$ cat src/rtl/uart_slot_router_pkg.sv
// Shared definitions for the MCU UART slot router: SPI command code and FSM state encoding.
// No logic lives here.
package uart_slot_router_pkg;

  localparam logic [15:0] C_SET_UART_SLOT = 16'h0031;

  typedef enum logic [1:0] {
    ST_IDLE   = 2'd0,
    ST_QUIET  = 2'd1,
    ST_SWITCH = 2'd2,
    ST_SETTLE = 2'd3
  } state_t;

endpackage

$ cat src/rtl/uart_line_sync.sv
// 2-FF synchroniser for a UART line, preset to mark; anything but a clean 0 reads as 1.
// Latency 2 clk, no backpressure.
module uart_line_sync (
  input  logic clk,
  input  logic reset,
  input  logic i_d,
  output logic o_q
);

  logic w_d;
  logic r_meta;
  logic r_sync;

  // An undriven shared bus (z/x) must look like an idle line.
  assign w_d = (i_d === 1'b0) ? 1'b0 : 1'b1;

  always_ff @(posedge clk) begin
    if (reset) begin
      r_meta <= 1'b1;
      r_sync <= 1'b1;
    end else begin
      r_meta <= w_d;
      r_sync <= r_meta;
    end
  end

  assign o_q = r_sync;

endmodule

$ cat src/rtl/uart_slot_router.sv
// Routes the MCU UART to one slot card; slot switches wait for a guard time of idle on both lines.
// Passthrough latency 3 clk; no backpressure, SPI requests overwrite any pending one.
module uart_slot_router
  import uart_slot_router_pkg::*;
#(
  parameter int UART_ADDRESS_WIDTH = 3,
  parameter int GUARD_CYCLES       = 1000,
  parameter int SETTLE_CYCLES      = 16
) (
  input  logic                          clk,
  input  logic                          reset,
  input  logic [15:0]                   spi_cmd_r,
  input  logic [7:0]                    spi_addr_r,
  input  logic [39:0]                   spi_data_r,
  input  logic                          spi_data_valid_r,
  input  logic                          mcu_uart_tx,
  output logic                          mcu_uart_rx,
  input  logic                          rx_slot,
  output logic                          tx_slot,
  output logic [UART_ADDRESS_WIDTH-1:0] uart_slot_en,
  output logic                          switch_busy
);

  localparam int AW = UART_ADDRESS_WIDTH;
  localparam int CW = $clog2(GUARD_CYCLES + 1);
  localparam int SW = $clog2(SETTLE_CYCLES + 1);
  localparam logic [CW-1:0] GUARD_LAST  = CW'(GUARD_CYCLES - 1);
  localparam logic [CW-1:0] GUARD_MAX   = CW'(GUARD_CYCLES);
  localparam logic [SW-1:0] SETTLE_LAST = SW'(SETTLE_CYCLES - 1);

  state_t          r_state, w_state_nxt;
  logic            r_pend, w_pend_nxt;
  logic [AW-1:0]   r_pend_slot, w_pend_slot_nxt;
  logic [CW-1:0]   r_idle_cnt, w_idle_cnt_nxt;
  logic [SW-1:0]   r_settle_cnt, w_settle_cnt_nxt;
  logic [AW-1:0]   r_slot_en, w_slot_en_nxt;
  logic            r_busy, w_busy_nxt;
  logic            r_tx, w_tx_nxt;
  logic            r_rx, w_rx_nxt;

  logic            w_tx_sync;
  logic            w_rx_sync;
  logic            w_req;
  logic [AW-1:0]   w_req_slot;
  logic            w_want;
  logic [AW-1:0]   w_target;
  logic            w_lines_idle;
  logic            w_unused_ok;

  uart_line_sync u_tx_sync (.clk(clk), .reset(reset), .i_d(mcu_uart_tx), .o_q(w_tx_sync));
  uart_line_sync u_rx_sync (.clk(clk), .reset(reset), .i_d(rx_slot),     .o_q(w_rx_sync));

  assign w_req        = spi_data_valid_r && (spi_cmd_r == C_SET_UART_SLOT);
  assign w_req_slot   = spi_data_r[AW-1:0];
  // A request on this very cycle takes precedence over one latched earlier.
  assign w_want       = w_req | r_pend;
  assign w_target     = w_req ? w_req_slot : r_pend_slot;
  assign w_lines_idle = w_tx_sync & w_rx_sync;
  assign w_unused_ok  = ^{spi_addr_r, spi_data_r[39:AW]};

  always_ff @(posedge clk) begin
    if (reset) r_state <= ST_IDLE;
    else       r_state <= w_state_nxt;
  end

  always_comb begin
    w_state_nxt      = r_state;
    w_pend_nxt       = r_pend;
    w_pend_slot_nxt  = r_pend_slot;
    w_idle_cnt_nxt   = r_idle_cnt;
    w_settle_cnt_nxt = r_settle_cnt;
    w_slot_en_nxt    = r_slot_en;
    w_busy_nxt       = r_busy;
    w_tx_nxt         = w_tx_sync;
    w_rx_nxt         = (r_slot_en == '0) ? 1'b1 : w_rx_sync;

    if (w_req) begin
      w_pend_nxt      = 1'b1;
      w_pend_slot_nxt = w_req_slot;
    end

    case (r_state)
      ST_IDLE: begin
        if (w_want) begin
          if (w_target == r_slot_en) begin
            w_pend_nxt = 1'b0;
          end else begin
            w_state_nxt    = ST_QUIET;
            w_busy_nxt     = 1'b1;
            w_idle_cnt_nxt = '0;
          end
        end
      end
      ST_QUIET: begin
        if (w_req || !w_lines_idle) begin
          w_idle_cnt_nxt = '0;
        end else begin
          if (r_idle_cnt >= GUARD_LAST) w_state_nxt = ST_SWITCH;
          if (r_idle_cnt != GUARD_MAX)  w_idle_cnt_nxt = r_idle_cnt + 1'b1;
        end
      end
      ST_SWITCH: begin
        w_slot_en_nxt    = r_pend_slot;
        if (!w_req) w_pend_nxt = 1'b0;
        w_tx_nxt         = 1'b1;
        w_rx_nxt         = 1'b1;
        w_settle_cnt_nxt = '0;
        w_state_nxt      = ST_SETTLE;
      end
      ST_SETTLE: begin
        w_tx_nxt = 1'b1;
        w_rx_nxt = 1'b1;
        if (r_settle_cnt == SETTLE_LAST) begin
          w_state_nxt = ST_IDLE;
          w_busy_nxt  = 1'b0;
        end else begin
          w_settle_cnt_nxt = r_settle_cnt + 1'b1;
        end
      end
      default: w_state_nxt = ST_IDLE;
    endcase
  end

  always_ff @(posedge clk) begin
    if (reset) begin
      r_pend       <= 1'b0;
      r_pend_slot  <= '0;
      r_idle_cnt   <= '0;
      r_settle_cnt <= '0;
      r_slot_en    <= '0;
      r_busy       <= 1'b0;
      r_tx         <= 1'b1;
      r_rx         <= 1'b1;
    end else begin
      r_pend       <= w_pend_nxt;
      r_pend_slot  <= w_pend_slot_nxt;
      r_idle_cnt   <= w_idle_cnt_nxt;
      r_settle_cnt <= w_settle_cnt_nxt;
      r_slot_en    <= w_slot_en_nxt;
      r_busy       <= w_busy_nxt;
      r_tx         <= w_tx_nxt;
      r_rx         <= w_rx_nxt;
    end
  end

  assign tx_slot      = r_tx;
  assign mcu_uart_rx  = r_rx;
  assign uart_slot_en = r_slot_en;
  assign switch_busy  = r_busy;

endmodule

$ cat config.mk
export PLATFORM = sky130hd
export DESIGN_NAME = uart_slot_router
export DESIGN_NICKNAME = d
export VERILOG_FILES = /design/src/rtl/uart_slot_router_pkg.sv /design/src/rtl/uart_line_sync.sv /design/src/rtl/uart_slot_router.sv
export SDC_FILE = /design/constraint.sdc
export NUM_CORES = 1
export LEC_CHECK = 0
export CORE_MARGIN = 10
export CORE_UTILIZATION = 47
export CTS_BUF_LIST = sky130_fd_sc_hd__clkbuf_4
export CTS_CLUSTER_SIZE = 25
export DETAILED_ROUTE_END_ITERATION = 6
export PLACE_DENSITY_LB_ADDON = 0.08
export SETUP_SLACK_MARGIN = 0.5
export SLEW_MARGIN = 40
export SYNTH_ARGS = -nofsm -noshare
export SYNTH_HDL_FRONTEND = slang
export SYNTH_HIERARCHICAL = 1
export SYNTH_SLANG_ARGS = --single-unit
$ cat constraint.sdc
create_clock -name clk -period 3.25 [get_ports clk]
set_input_delay 0.325 -clock clk [delete_from_list [all_inputs] [get_ports clk]]
set_output_delay 0.325 -clock clk [all_outputs]
set_load 0.01 [all_outputs]
# After elaboration in Yosys (flattened, before gate mapping)
# Cells that the tools add are included.
# Widths: inputs -> output; s select.
[classes]
eq_ne = 16
reduce_logical = 14
addsub = 2
n_lt_le_gt_ge = 1
n_mux = 25
bitwise_logic = 2
[op_table]
columns = ["op", "count"]
rows = [
  ["$mux 10", 4],
  ["$pmux 10 s2", 1],
  ["$eq 16x6->1 const B", 1],
  ["$ne 2x2->1 const B", 6],
  ["$add 10x1->10 const B", 1],
  ["$ge 10x10->1 const B", 1],
  ["$mux 2", 5],
  ["$ne 10x10->1 const B", 1],
  ["$pmux 5 s2", 1],
  ["$mux 1", 9],
  ["$pmux 2 s4", 1],
  ["$reduce_and 4->1", 2],
  ["$reduce_bool 2->1", 3],
  ["$add 5x1->5 const B", 1],
  ["$eq 5x4->1 const B", 1],
  ["$mux 5", 1],
  ["$reduce_and 5->1", 1],
  ["$eq 2x2->1 const B", 2],
  ["$pmux 1 s2", 2],
  ["$reduce_or 4->1", 1],
  ["$eq 3x3->1", 1],
  ["$logic_not 3->1", 1],
  ["$mux 3", 1],
  ["$ne 3x3->1 const B", 1],
  ["other kinds (10)", 11],
]
[totals]
elab_cells = 73
regBits = 31
in_bits = 69

# Logic depth before layout (Yosys ltp)
# Gate-level depths: netlist (run 1).
[logic_depth]
word_depth = 7
ltp_mapped = 8

# Hierarchy
# The synthesis (run 1) kept the hierarchy.
[modules_own_cells]
columns = ["module", "n_inst", "seq_area_each_um2", "cells_each", "area_each_um2"]
rows = [
  ["uart_slot_router", 1, 540.5, 197, 1664.1],
  ["uart_line_sync", 2, 40.0, 4, 52.6],
]

# Least setup slack after synthesis (run 1)
# OpenSTA, ideal clock, no wires.
[synth_timing]
kind = "input-to-reg"
start = "input spi_cmd_r[8]"
end = "register r_busy (netlist: switch_busy)"
path_slack_ns = 1.265
cell_stages = 8
path_buffers = 1
required_ns = 3.134
setup_time_ns = 0.116
arrival_time_ns = 1.869
cell_sequence = "nor4_2 > nand4_1 > o22ai_1 > nand2_1 > o311ai_4 > buf_6 > a211oi_1 > a31o_1"
[synth_via]
elab_chain_cells = 6
[synth_lines]
columns = ["item", "line", "text"]
rows = [
  ["start, declared", "uart_slot_router.sv:12", "input logic [15:0] spi_cmd_r,"],
  ["$eq 16x6->1 *", "uart_slot_router.sv:53", "assign w_req = spi_data_valid_r && (spi_cmd_r == C_SET_UART_SLOT);"],
  ["$logic_and 1x1->1 *", "uart_slot_router.sv:53", ""],
  ["$mux 3", "--", ""],
  ["$eq 3x3->1", "uart_slot_router.sv:85", "if (w_target == r_slot_en) begin"],
  ["$ne 2x2->1 (no line)", "--", ""],
  ["$reduce_and 4->1 (no line) *", "--", ""],
  ["end signal, assigned", "uart_slot_router.sv:140", "r_busy <= w_busy_nxt;"],
  ["end, declared", "uart_slot_router.sv:37", "logic r_busy, w_busy_nxt;"],
]
# Every way passes the cells marked *; elsewhere a longest branch is shown, timed or not.
# A chain may end at the register's enable or synchronous reset.

# Final worst setup path (run 1)
[layout_timing]
start = "input spi_cmd_r[9]"
end = "register r_idle_cnt[2]"
[layout_via]
elab_chain_cells = 6
[layout_lines]
columns = ["item", "line", "text"]
rows = [
  ["$eq 16x6->1 *", "uart_slot_router.sv:53", ""],
  ["$logic_and 1x1->1 *", "uart_slot_router.sv:53", ""],
  ["$mux 3", "--", ""],
  ["$eq 3x3->1", "uart_slot_router.sv:85", ""],
  ["$ne 2x2->1 (no line)", "--", ""],
  ["$reduce_and 4->1 (no line)", "--", ""],
  ["end signal, assigned", "uart_slot_router.sv:137", "r_idle_cnt <= w_idle_cnt_nxt;"],
  ["end, declared", "uart_slot_router.sv:34", "logic [CW-1:0] r_idle_cnt, w_idle_cnt_nxt;"],
]
# Marks and branches as above.

==> key figures, run 1 <==
Run status
  • Status: finished, final reports clean

Timing
  • F_max: 390 MHz
  • Least-Margin Pin Slew: 0.523 ns
  • Final hold vios: 0
  • Final Setup Violations: 0
  • Unrepaired setup endpoints after global routing: no
  • Slew Limit Fails: 0
  • Post-layout min period: 2.57 ns
  • Final setup TNS: 0 ns
  • Clock Skews: 0.0139 ns
  • Headroom to the max-slew limit: 65.0%
  • Period utilisation layout: 78.9%

Floorplan
  • Core footprint: 3660 sq um
  • Initial Util: 48.3%
  • Rows: 22
  • I/O pin count: 75
  • Die X: 81.4 um
  • Die Area: 6620 sq um
  • Die height: 81.4 um

Final layout
  • Fillcell total: 335
  • Ant. Diodes: 0
  • Share of layout cells above drive strength 1: 7.98%
  • Synth-to-layout area growth: 22.6%
  • # nets final: 314

CTS
  • Post-cts sizing count: 0
  • Clock Tree Buf Depth: 2
  • TritonCTS clock tree: done
  • Num Clock Sinks: 31
  • Root Buffer: clkbuf_4
  • H-tree lvl count: 2
  • CTS buffer count: 5
  • Clock Latency Late Sink: 0.33 ns
  • Worst-path clk slew: 0.09 ns

Global route
  • First-pass GRT wire length: 7360 um
  • Largest net degree at the start of global routing: 22
  • Initial antenna violation count: 0
  • Gr usage total: 13.8%
  • Global-route congestion overflow total: 0
  • Number of global-route vias before repair: 1590

Worst setup path
  • Critical path type: input port to flip-flop
  • Arrival @ worst endpoint: 2.83 ns
  • Critical path capture point type: flip-flop
  • CP Depth: 8
  • R2r setup slk: 1.16 ns
  • Setup crit start kind: input port
  • Reg-to-Reg Start: r_state[1]
  • Crit path buffers/inverters: 1
  • Reg2reg end: r_idle_cnt[2]
  • Maximum fanout along the worst path: 7
  • Crit path max-delay family: simple AND/OR/NAND/NOR gates
  • Critical path's slowest cell: nor3b_2
  • Worst Path Required: 3.52 ns
  • Critical path's largest stage delay: 0.50 ns
  • R2r worst-path depth: 6
  • Critical path cell sequence: clkdlybuf4s50_1 > and4bb_2 > nand4_1 > nor2_1 > nor3b_2 > nand2_1 > a211oi_1 > a32o_1

Synthesis
  • Seq cells post-synth: 31
  • Area share of the largest cell type after synthesis: 35.1%
  • Async S/R FF share, synth: 0%
  • Prevailing post-synth register cell: dfxtp_1
  • EDFF count, synth: 0
  • Post-Syn Area per Cell: 8.63 sq um
  • Yosys synthesis warning count: 6
  • Seq/Total Area, Yosys: 35.1%
  • Mapped Area: 1770 sq um
  • Syn Nets: 282
  • Mapped Cells: 205
  • Yosys cell types: 47
  • Synth top area cells: dfxtp_1, ha_1, nand2_1
  • Area leader, netlist: dfxtp_1

Place
  • Gpl congestion: 0.813
  • IO Port Bufs: 29
  • Post-DP HPWL: 3210 um

Power
  • Power density cells: 302 nW/um^2
  • Worst VDD drop: 0.206 mV
  • Final Power: 0.000656 W
  • Lkg Pwr: 0.797 nW

Route
  • Pre-antenna DRT Iters: 4
  • DR vias: 1667
  • Post-route ant nets: 0
  • Drt initial violations: 121
  • # DRC: 0
  • Routed length per instance: 15.2 um
  • Post-DR vias/cell: 5.83
  • Routed wire length: 4360 um

Min path
  • Hold path startpoint: u_tx_sync/r_meta
  • Hold Crit Endpoint: u_tx_sync/o_q
  • Hold WC Path Type: flip-flop to flip-flop
  • Hold path depth: 1

Run
  • Max-cap violations: 0
-- cell families (layout without fill, tap and decap cells) --
group                      after synthesis  after routing  share of synthesized area [%]
AOI/OAI and AO/OA                       54             54                           25.2
adders and majority gates                8              8                           5.66
DFF                                     31             31                           35.1
muxes                                    4              4                           2.26
and+or+nand+nor                         86             86                           26.5
buffers and inverters                   22             55                           5.30
-- cell type report --
type	count	area (sq um)	area share (%)
Tap cell	48	60.1	2.77
Sequential cell	31	621	28.6
Timing Repair Buffer	32	325	15.0
Inverter	15	56.3	2.60
Clock inverter	2	7.51	0.346
Multi-Input combinational cell	152	1050	48.6
Clock buffer	6	45.0	2.08
-- synthesized netlist by cell type, types with 4 or more instances --
| library cell | n |
|---|---|
| or3_1 | 4 |
| or2_1 | 5 |
| ha_1 | 8 |
| a21oi_1 | 7 |
| nand4_1 | 4 |
| mux2i_1 | 4 |
| a22oi_1 | 4 |
| nor2_1 | 14 |
| clkbuf_1 | 4 |
| inv_1 | 15 |
| nand2_1 | 25 |
| dfxtp_1 | 31 |
| nand3_1 | 4 |
| a311oi_1 | 4 |
| nor2b_1 | 13 |
| a211oi_1 | 4 |
| a22o_1 | 4 |
-- power by group --
group | total (W) | internal [W] | leakage, nW | switching, W
combinational | 0.0000542 | 0.0000355 | 0.515 | 0.0000187
sequential | 0.000387 | 0.000384 | 0.251 | 0.00000286
clock | 0.000215 | 0.0000884 | 0.0307 | 0.000126
total | 0.000656 | 0.000508 | 0.797 | 0.000148
-- placed cells by master (no fill, tap or decap), types with 3 or more instances in the layout --
| cell type | count |
|---|---|
| or3_1 | 4 |
| clkbuf_4 | 6 |
| a211oi_1 | 4 |
| nor2_1 | 14 |
| nand4_1 | 4 |
| a2111oi_0 | 3 |
| ha_1 | 8 |
| inv_1 | 15 |
| a22o_1 | 4 |
| o22ai_1 | 3 |
| a22oi_1 | 4 |
| a311oi_1 | 4 |
| or2_1 | 5 |
| o211ai_1 | 3 |
| o2bb2ai_1 | 3 |
| clkdlybuf4s50_1 | 29 |
| and3_1 | 3 |
| mux2i_1 | 4 |
| dfxtp_1 | 31 |
| nand3_1 | 4 |
| nor2b_1 | 13 |
| nand2_1 | 25 |
| a21oi_1 | 7 |
| a31o_1 | 3 |
-- registers in the layout, indices dropped and copies added, names as in the netlist --
register and flops:
r_settle_cnt 5, r_pend 1, u_rx_sync/r_meta 1, uart_slot_en 3, switch_busy 1, u_rx_sync/o_q 1, r_idle_cnt 10, mcu_uart_rx 1
r_pend_slot 3, tx_slot 1, u_tx_sync/r_meta 1, r_state 2, u_tx_sync/o_q 1
-- how the worst max path moves through the flow --
| stage | start | endpoint | slack (ns) |
|---|---|---|---|
| 4_1_cts | spi_cmd_r[8] | r_idle_cnt[2] | 0.64 |
| 5_1_grt | spi_cmd_r[9] | r_idle_cnt[2] | 0.51 |
| 3_5_place_dp | spi_cmd_r[8] | r_idle_cnt[2] | 0.28 |
| 6_report | spi_cmd_r[9] | r_idle_cnt[2] | 0.68 |
| 2_1_floorplan | spi_cmd_r[8] | switch_busy | 1.27 |
| 3_3_place_gp | spi_cmd_r[8] | r_idle_cnt[2] | 0.39 |
-- worst reg2reg max path, stage by stage, from the launching register on --
cell	delay (ns)
dfxtp_1	0.35
inv_1	0.08
ha_1	0.20
nor3b_2	0.48
nand2_1	0.29
a211oi_1	0.47
a32o_1	0.18
-- through the flow --
step / std cells / setup WS, ns / cell area (sq um) / hold WS, ns / utilization (%)
6_report: 286 / 0.685 / 2170 / 0.418 / 59.3
5_1_grt: 286 / 0.508 / 2170 / 0.432 / 59.3
4_1_cts: 285 / 0.635 / 2150 / 0.423 / 58.7
3_5_place_dp: 277 / 0.277 / 2100 / 0.397 / 57.3
3_3_place_gp: 277 / 0.388 / 2100 / 0.388 / 57.3
2_1_floorplan: 205 / 1.27 / 1770 / 0.383 / -
-- repair_timing --
| action | in CTS | in global routing |
|---|---|---|
| setup endpoints to repair | 0 | 7 |
| setup buffers | 0 | 1 |
| hold buffers | 0 | 0 |
-- layer usage --
metal	up-vias	track usage (%)	wire [um]
met5	-	0	0
met4	0	5.19	57
met3	7	4.64	294
met2	57	20.9	1950
met1	779	17.5	2060
li1	824	-	-
Power figures use the tool's default switching activity.
==> run 2, diff against run 1 <==
Settings changed: CORE_UTILIZATION 47 to 40.
Clock period 3.25 ns to 2.2 ns, I/O delays scaled along.
==> run 2 against run 1 <==
Effect of this change:
- final cell count increased by 8.0%
- count of clock-buffer cells in the layout rose by 1
- clock power rose by 61%
- critical path depth is the same
- sequential power increased by 47%
- sequential cell count stayed put
- global-route usage is 0.13 points lower
- worst setup slack got worse by 0.34 ns
==> key figures, run 2 (same netlist as run 1, synthesis figures left out) <==
Power
  • Int Power: 0.000761 W (was 0.000508 W)
  • Sw Share: 23.5% (was 22.5%)
  • Power density cells: 400 nW/um^2 (was 302 nW/um^2)
  • Worst VDD drop: 0.273 mV (was 0.206 mV)
  • Reg power frac: 57.2% (was 59.0%)
  • Net Sw Power: 0.000234 W (was 0.000148 W)
  • Clk pwr share: 34.9% (was 32.7%)
  • Lkg Pwr: 0.966 nW (was 0.797 nW)
  • Comb power frac: 8.0% (was 8.3%)

Worst setup path
  • Critical path's slowest cell: or3_4 (was nor3b_2)
  • Maximum fanout along the worst path: 5 (was 7)
  • Worst Path Required: 2.44 ns (was 3.52 ns)
  • Critical path capture point type: flip-flop (unchanged)
  • Crit path buffers/inverters: 2 (was 1)
  • CP Depth: 8 (unchanged)
  • Setup crit start kind: input port (unchanged)
  • Critical path cell sequence: dlygate4sd2_1 > or3_4 > o22ai_2 > nand2_2 > o311ai_4 > buf_6 > a2111oi_4 > a31o_2 (was clkdlybuf4s50_1 > and4bb_2 > nand4_1 > nor2_1 > nor3b_2 > nand2_1 > a211oi_1 > a32o_1)
  • Critical path's largest stage delay: 0.42 ns (was 0.50 ns)
  • R2r worst-path depth: 7 (was 6)
  • Arrival @ worst endpoint: 2.09 ns (was 2.83 ns)
  • Crit path max-delay family: compound AO/OA/AOI/OAI gates (was simple AND/OR/NAND/NOR gates)
  • Critical path type: input port to flip-flop (unchanged)

Timing
  • Least-Margin Pin Slew: 0.666 ns (was 0.523 ns)
  • Unrepaired setup endpoints after global routing: yes (was no)
  • Post-layout min period: 1.85 ns
  • Clock Skews: 0.0106 ns (was 0.0139 ns)
  • Headroom to the max-slew limit: 55.2% (was 65.0%)
  • Final Setup Violations: 0 (unchanged)
  • Final hold vios: 0 (unchanged)
  • Hold WS: 0.414 ns (was 0.418 ns)
  • Slew Limit Fails: 0 (unchanged)
  • F_max: 541 MHz
  • Period utilisation layout: 84.1%

Global route
  • First-pass GRT wire length: 8340 um (was 7360 um)
  • Number of global-route vias before repair: 1842 (was 1590)
  • Global-route congestion overflow total: 0 (unchanged)
  • Gr usage total: 13.6% (was 13.8%)
  • Initial antenna violation count: 0 (unchanged)
  • Largest net degree at the start of global routing: 22 (unchanged)

Place
  • Placed Cells: 293 (was 277)
  • Dpl cell area: 2210 sq um (was 2100 sq um)
  • Gpl congestion: 0.863 (was 0.813)
  • Post-DP HPWL: 3650 um (was 3210 um)
  • IO Port Bufs: 29 (unchanged)

Run
  • Max-cap violations: 0 (unchanged)

Floorplan
  • Core footprint: 4320 sq um (was 3660 sq um)
  • Die height: 86.5 um (was 81.4 um)
  • Rows: 24 (was 22)
  • I/O pin count: 75 (unchanged)
  • Initial Util: 40.9% (was 48.3%)
  • Die X: 86.5 um (was 81.4 um)
  • Die Area: 7480 sq um (was 6620 sq um)

Final layout
  • Most common cell after layout, fill and taps aside: dfxtp_1 (unchanged)
  • Share of layout cells above drive strength 1: 32.3% (was 7.98%)
  • Ant. Diodes: 0 (unchanged)
  • Layout Cells excl Fill: 309 (was 286)
  • Most frequent cells in the layout: dfxtp_1, nand2_1, buf_4, inv_1, nor2b_1 (was dfxtp_1, clkdlybuf4s50_1, nand2_1, inv_1, nor2_1)
  • # nets final: 333 (was 314)
  • Top flop regs: r_idle_cnt x10, r_settle_cnt x5 (unchanged)
  • Fin area: 2480 sq um (was 2170 sq um)
  • Synth-to-layout area growth: 40.5% (was 22.6%)
  • Util after Layout: 57.5% (was 59.3%)
  • Largest Register: r_idle_cnt (unchanged)
  • Number of flip-flops in the largest register: 10 (unchanged)

CTS
  • H-tree lvl count: 2 (unchanged)
  • Clock Tree Buf Depth: 2 (unchanged)
  • CTS hold repair buffers: 0 (unchanged)
  • TritonCTS clock tree: done (unchanged)
  • Worst-path clk slew: 0.10 ns (was 0.09 ns)
  • CTS buffer count: 5 (unchanged)
  • Num Clock Sinks: 31 (unchanged)
  • Clock Latency Late Sink: 0.34 ns (was 0.33 ns)
  • Root Buffer: clkbuf_4 (unchanged)

Route
  • Routed length per instance: 16.4 um (was 15.2 um)
  • # DRC: 0 (unchanged)
  • DR vias: 1748 (was 1667)
  • Post-DR vias/cell: 5.66 (was 5.83)
  • Post-route ant nets: 0 (unchanged)
  • Routed wire length: 5060 um (was 4360 um)
  • Drt initial violations: 149 (was 121)
  • Pre-antenna DRT Iters: 4 (unchanged)

Min path
  • Hold WC Path Type: flip-flop to flip-flop (unchanged)
  • Hold path depth: 1 (unchanged)

Run status
  • Status: finished, final reports clean (unchanged)
-- run 2: changes by cell type in the layout (fill, tap and decap cells not counted), sizes merged --
cell | before | now
buf | 3 | 27
clkbuf | 6 | 9
clkdlybuf4s15 | 0 | 5
clkdlybuf4s50 | 29 | 11
clkinv | 2 | 1
dlygate4sd2 | 0 | 5
dlymetal6s2s | 0 | 1
-- run 2: worst paths after layout --
check,endpoint,from,slack (ns)
hold / removal,u_tx_sync/o_q,u_tx_sync/r_meta,0.41
setup reg to reg,r_idle_cnt[9],uart_slot_en[0],0.36
setup / recovery,r_idle_cnt[9],spi_cmd_r[15],0.35
hold reg to reg,u_tx_sync/o_q,u_tx_sync/r_meta,0.41
-- run 2: through the flow --
stage	total power (W)	setup TNS (ns)	setup slack [ns]
final	0.000995	0	0.350
after CTS	0.00100	0	0.361
after floorplan	0.000610	0	0.321
after global placement	0.000670	-2.32	-0.234
after global routing	0.00104	0	0.256
after detailed placement	0.000672	-3.60	-0.396
-- run 2: area by class of cell --
class / instances / area, sq um
Tap cell: 52 / 65.1
Clock inverter: 1 / 5.00
Clock buffer: 7 / 52.6
Multi-Input combinational cell: 152 / 1230
Inverter: 15 / 56.3
Fill cell: 410 / 1840
Timing Repair Buffer: 51 / 440
Sequential cell: 31 / 637
-- run 2: routing by layer --
layer | share of wire (%) | global-route usage, %
met5 | 0 | 0
met4 | 1.7 | 6.77
met3 | 5.0 | 4.88
met2 | 50 | 23.6
met1 | 43 | 14.2
-- run 2: power groups by stage --
stage,Combinational [W],Clock [W],Sequential (W)
floorplan,0.0000242,0,0.000586
global placement,0.0000847,0,0.000585
detailed placement,0.0000867,0,0.000585
CTS,0.0000788,0.000355,0.000569
global route,0.0000859,0.000379,0.000571
finish,0.0000793,0.000347,0.000569
-- run 2: timing repair --
item | CTS | global route
buffers inserted | 5 | 2
pin swaps | 17 | 18
endpoints found under the setup margin | 14 | 20
cloned | 1 | 0
gates resized for setup | 64 | 31
